==> config.mk <==
export PLATFORM = sky130hd
export DESIGN_NAME = gpio_pad_conditioner
export DESIGN_NICKNAME = d
export VERILOG_FILES = /design/src/rtl/gpio_pad_conditioner.sv
export SDC_FILE = /design/constraint.sdc
export NUM_CORES = 1
export LEC_CHECK = 0
export ABC_CLOCK_PERIOD_IN_PS = 900
export BUFFER_PORTS_ARGS = -buffer_cell sky130_fd_sc_hd__buf_4
export CAP_MARGIN = 15
export CELL_PAD_IN_SITES_DETAIL_PLACEMENT = 0
export CELL_PAD_IN_SITES_GLOBAL_PLACEMENT = 1
export CORE_ASPECT_RATIO = 0.7
export CORE_MARGIN = 2
export CORE_UTILIZATION = 31
export CTS_BUF_LIST = sky130_fd_sc_hd__clkbuf_4 sky130_fd_sc_hd__clkbuf_8
export DETAILED_ROUTE_END_ITERATION = 6
export PLACE_DENSITY = 0.76
export SKIP_CTS_REPAIR_TIMING = 1
export SLEW_MARGIN = 20
export SYNTH_ARGS = -nofsm -noshare
export SYNTH_HDL_FRONTEND = slang
export SYNTH_SLANG_ARGS = --single-unit
==> constraint.sdc <==
create_clock -name clk -period 0.9 [get_ports clk]
set_input_delay 0.045 -clock clk [delete_from_list [all_inputs] [get_ports clk]]
set_output_delay 0.045 -clock clk [all_outputs]
set_load 0.05 [all_outputs]
==> src/rtl/gpio_pad_conditioner.sv <==
// GPIO pad conditioner: per-pin synchronizer, optional debounce FSM, edge pulses and sticky IRQ flags.
// Define GPIO_DEBOUNCE_EN to build the per-pin settle counters; otherwise levels pass straight through.
module gpio_pad_conditioner #(
  parameter int NB_PINS     = 32,
  parameter int CNT_WIDTH   = 8,
  parameter int SYNC_STAGES = 2
) (
  input  logic                 clk,
  input  logic                 rst,
  input  logic [NB_PINS-1:0]   pad_in_i,
  input  logic [CNT_WIDTH-1:0] debounce_cfg_i,
  input  logic [NB_PINS-1:0]   bypass_i,
  input  logic [NB_PINS-1:0]   rise_en_i,
  input  logic [NB_PINS-1:0]   fall_en_i,
  input  logic [NB_PINS-1:0]   clr_i,
  output logic [NB_PINS-1:0]   gpio_in_o,
  output logic [NB_PINS-1:0]   rise_o,
  output logic [NB_PINS-1:0]   fall_o,
  output logic [NB_PINS-1:0]   pending_o,
  output logic                 irq_o
);

  if (SYNC_STAGES < 2) begin : g_bad_sync
    $error("SYNC_STAGES must be at least 2");
  end

  logic [NB_PINS-1:0] sync_q [SYNC_STAGES];
  logic [NB_PINS-1:0] x;
  logic [NB_PINS-1:0] s_q, s_d;
  logic [NB_PINS-1:0] rise_q, rise_d;
  logic [NB_PINS-1:0] fall_q, fall_d;
  logic [NB_PINS-1:0] pending_q, pending_d;

  // NOTE: the synchronizer array is reset like any other flop so a pad held
  // high through reset is seen as a fresh, debounced rise after release.
  always_ff @(posedge clk) begin
    if (rst) begin
      for (int i = 0; i < SYNC_STAGES; i++) sync_q[i] <= '0;
    end else begin
      sync_q[0] <= pad_in_i;
      for (int i = 1; i < SYNC_STAGES; i++) sync_q[i] <= sync_q[i-1];
    end
  end

  assign x = sync_q[SYNC_STAGES-1];

`ifdef GPIO_DEBOUNCE_EN
  typedef enum logic {STABLE = 1'b0, SETTLING = 1'b1} state_e;

  state_e               state_q [NB_PINS];
  state_e               state_d [NB_PINS];
  logic [CNT_WIDTH-1:0] cnt_q   [NB_PINS];
  logic [CNT_WIDTH-1:0] cnt_d   [NB_PINS];
  logic [CNT_WIDTH-1:0] eff_n   [NB_PINS];

  always_comb begin
    for (int p = 0; p < NB_PINS; p++) eff_n[p] = bypass_i[p] ? '0 : debounce_cfg_i;
  end

  // State register.
  always_ff @(posedge clk) begin
    if (rst) begin
      for (int p = 0; p < NB_PINS; p++) begin
        state_q[p] <= STABLE;
        cnt_q[p]   <= '0;
      end
    end else begin
      for (int p = 0; p < NB_PINS; p++) begin
        state_q[p] <= state_d[p];
        cnt_q[p]   <= cnt_d[p];
      end
    end
  end

  // Next state. Using >= lets a lowered threshold end a settle on the next cycle.
  always_comb begin
    for (int p = 0; p < NB_PINS; p++) begin
      state_d[p] = state_q[p];
      if (x[p] == s_q[p]) state_d[p] = STABLE;
      else if (cnt_q[p] >= eff_n[p]) state_d[p] = STABLE;
      else state_d[p] = SETTLING;
    end
  end

  // NOTE: every combinational output gets a default first so no latch is inferred.
  always_comb begin
    s_d = s_q;
    for (int p = 0; p < NB_PINS; p++) begin
      cnt_d[p] = '0;
      if (x[p] != s_q[p]) begin
        if (cnt_q[p] >= eff_n[p]) s_d[p] = x[p];
        else cnt_d[p] = cnt_q[p] + CNT_WIDTH'(1);
      end
    end
  end
`else
  logic unused_debounce_inputs;
  assign unused_debounce_inputs = ^{debounce_cfg_i, bypass_i};
  assign s_d = x;
`endif

  assign rise_d    = s_d & ~s_q;
  assign fall_d    = ~s_d & s_q;
  // Set beats clear, so a clear racing a new edge never loses the event.
  assign pending_d = (pending_q & ~clr_i) | (rise_d & rise_en_i) | (fall_d & fall_en_i);

  // NOTE: sequential state uses non-blocking assignments so all flops update together.
  always_ff @(posedge clk) begin
    if (rst) begin
      s_q       <= '0;
      rise_q    <= '0;
      fall_q    <= '0;
      pending_q <= '0;
    end else begin
      s_q       <= s_d;
      rise_q    <= rise_d;
      fall_q    <= fall_d;
      pending_q <= pending_d;
    end
  end

  assign gpio_in_o = s_q;
  assign rise_o    = rise_q;
  assign fall_o    = fall_q;
  assign pending_o = pending_q;
  assign irq_o     = |pending_q;

endmodule
==> flow_metrics.env <==
export IMPL_status="finished, violations left"
export IMPL_failed_checks="negative setup slack"
export IMPL_busiest_layer="met2"
export IMPL_rr_worst_depth=4
export IMPL_yosys_area_top_type="dfxtp_1"
export IMPL_fillers=1384
export IMPL_fin_cells=1214
export IMPL_dp_cells=1034
export IMPL_synth_edff_count=0
export IMPL_crit_path_end="irq_o"
export IMPL_ys_seq_elements=192
export IMPL_ys_types=12
export IMPL_yosysSeqAreaShare_pct=64.91
export IMPL_grt_util_met3_pct=5.541
export IMPL_root_buffer="clkbuf_8"
export IMPL_grt_usage_pct=14.58
export IMPL_power_density_nw_per_um2=1498
export IMPL_crit_fanout=2
export IMPL_drc=0
export IMPL_grt_use_met2_pct=21.86
export IMPL_min_period_over_period_pct=203.9
export IMPL_rsz0062_at_grt="true"
export IMPL_dr_first_iter_drc_count=221
export IMPL_synth_warnings=0
export IMPL_critPathBufInv=2
export IMPL_postRouteAntennaNets=0
export IMPL_clockBufferDepth=2
export IMPL_synth_main_ff_cell="dfxtp_1"
export IMPL_clk_latency_ns=0.46
export IMPL_swShare_pct=25.19
export IMPL_postSynth_asyncResetShare_pct=0
export IMPL_final_setup_viol_count=133
export IMPL_fin_ws_ns=-0.9349
export IMPL_min_period_ns=1.835
export IMPL_path_class="reg2out"
export IMPL_required_ns=0.85
export IMPL_synthTopCellsByCount="dfxtp_1 (192), nor2b_1 (128), nand3b_1 (64)"
export IMPL_combPwrFrac_pct=15.6
export IMPL_die_w_um=169.2
export IMPL_antenna_found_initial=0
export IMPL_start_kind="flop"
export IMPL_place_gp_congestion=0.7891
export IMPL_tns_ns=-17.81
export IMPL_p_sw_uw=4425
export IMPL_timing_fmax_mhz=545.0
export IMPL_p_leak_uw=0.004854
export IMPL_dr_pass1_iters=4
export IMPL_seqPwrFrac_pct=50.8
export IMPL_cts_buffers=17
export IMPL_crit_chain="nor4_4 > buf_4 > nand4_1 > or2_4 > buf_8"
export IMPL_syn_num_nets=678
export IMPL_avgSynthCellArea_sq_um=11.66
export IMPL_setup_worst_path_start="pending_o[5]$_SDFF_PP0_"
export IMPL_critPathCaptureType="output pin"
export IMPL_cpPeakStageDelay_ns=0.37
export IMPL_wl_per_cell_um=15.48
export IMPL_cts_clk_slew_worst_paths_ns=0.10
export IMPL_worst_r2r_setup_slack_ns=-0.04
export IMPL_pre_cts_slack_ns=-0.6699
export IMPL_worst_clock_skew_ns=0.01828
export IMPL_cp_depth=5
export IMPL_syn_to_final_growth_pct=97.97
export IMPL_initial_core_util_pct=31.48
export IMPL_htreeDepth=4
export IMPL_synth_cell_area_sq_um=5922
export IMPL_drv_slew=0
export IMPL_io_pins=299
export IMPL_irDropWorstVdd_mv=0.9733
export IMPL_cp_slowest_cell="dfxtp_4"
export IMPL_nNetsFinal=1129
export IMPL_max_cap_violations=0
export IMPL_synth_cells=508
export IMPL_cp_top_family="simple AND/OR/NAND/NOR gates"
export IMPL_wl_mm=18.80
export IMPL_hp_class="in2reg"
export IMPL_layout_drive_gt1_share_pct=50.93
export IMPL_clock_power_share_pct=33.7
export IMPL_tritoncts="built"
export IMPL_dieArea_sq_um=20240
export IMPL_first_global_vias=4567
export IMPL_routed_via_density=4.404
export IMPL_synth_top_area_share_pct=64.91
export IMPL_rows=42
export IMPL_clock_sinks=192
export IMPL_diodes=0
export IMPL_vias=5347
export IMPL_synth_most_common_cell="dfxtp_1"
export IMPL_slew_headroom_pct=82.22
export IMPL_grt_overflow=0
export IMPL_portBuffers=258
export IMPL_hold_ws_ns=0.04273
export IMPL_p_int_uw=13140
export IMPL_grt_max_degree=53
export IMPL_grt_use_met1_pct=19.33
export IMPL_reg2reg_from="pending_o[14]$_SDFF_PP0_"
export IMPL_grt_pass1_wl_mm=23.04
export IMPL_die_y_um=119.6
export IMPL_arrival_ns=1.79
export IMPL_ys_top_cells_by_area="dfxtp_1 (65%), nor2b_1 (14%), nand3b_1 (8.1%), nor3b_1 (4.1%), a31oi_1 (3.4%)"
export IMPL_worstMarginPinSlew_ns=0.2645
export IMPL_worstReg2RegEnd="pending_o[14]$_SDFF_PP0_"
export IMPL_dp_hpwl_mm=11.44
export IMPL_core_sq_um=18810
export IMPL_hold_violations=0
-- per-stage QoR --
step | utilization [%] | instance area (sq um) | total power [uW]
after floorplan | - | 6030 | 10070
after detailed placement | 45.42 | 8546 | 11030
after CTS | 47.62 | 8959 | 16930
final | 62.32 | 11720 | 17570
after global placement | 45.42 | 8546 | 11010
after global routing | 62.32 | 11720 | 18270
-- metal layers --
| layer | share of wire, % | wire, um |
|---|---|---|
| met5 | 0 | 0 |
| met4 | 2.2 | 405 |
| met3 | 6.4 | 1199 |
| met2 | 50 | 9328 |
| met1 | 42 | 7862 |
-- worst min path at each step --
stage / start / to / slack [ns] / depth (start not counted)
finish: rst / pending_o[24]$_SDFF_PP0_ / 0.04 / 3
global route: rst / pending_o[24]$_SDFF_PP0_ / 0.04 / 3
CTS: pad_in_i[13] / sync_q[0][13]$_SDFF_PP0_ / -0.25 / 2
detailed placement: pad_in_i[19] / sync_q[0][19]$_SDFF_PP0_ / 0.26 / 2
global placement: pad_in_i[12] / sync_q[0][12]$_SDFF_PP0_ / 0.26 / 2
floorplan: rst / gpio_in_o[31]$_SDFF_PP0_ / 0.12 / 1
-- layout make-up --
class	instances	area, sq um	share of cell area, %
tap	242	302.8	2.583
multi-input combinational	299	2108	17.98
sequential	192	4113	35.08
clock inverter	12	156.4	1.334
timing repair buffer	449	4787	40.83
clock buffer	20	256.5	2.188
-- cells by family (layout without fill, tap and decap cells) --
logic type,Yosys count,after routing,share of synthesized area (%)
buffers and inverters,17,481,1.416
flip-flops,192,192,64.91
AO/OA/AOI/OAI,32,32,3.380
AND/OR/NAND/NOR,267,267,30.30
-- power groups by stage --
stage,clock [uW],sequential (uW),combinational [uW]
final,5910,8920,2740
after global routing,6440,8950,2870
after CTS,6090,8920,1920
after detailed placement,0,9120,1910
after global placement,0,9110,1900
after floorplan,0,9620,446
-- state kept, by name, summed over array words and instances (netlist names) --
signal	flops
pending_o	32
fall_o	32
sync_q	64
gpio_in_o	32
rise_o	32
-- placed cells by master, fill, tap and decap left out, drive strengths merged --
cell type | Yosys | final
a31oi | 32 | 32
buf | 16 | 321
bufinv | 0 | 3
clkbuf | 1 | 20
clkinv | 0 | 2
clkinvlp | 0 | 2
dfxtp | 192 | 192
dlygate4sd3 | 0 | 128
inv | 0 | 5
nand2b | 29 | 29
nand3b | 64 | 64
nand4 | 2 | 2
nor2b | 128 | 128
nor3b | 32 | 32
nor4 | 8 | 8
or2 | 1 | 1
or2b | 3 | 3
-- tightest hold or removal path: stages --
cell and delay (ns):
buf_4 0.14, buf_4 0.21, a31oi_1 0.06
No activity file was read; power rests on OpenSTA's default activity.
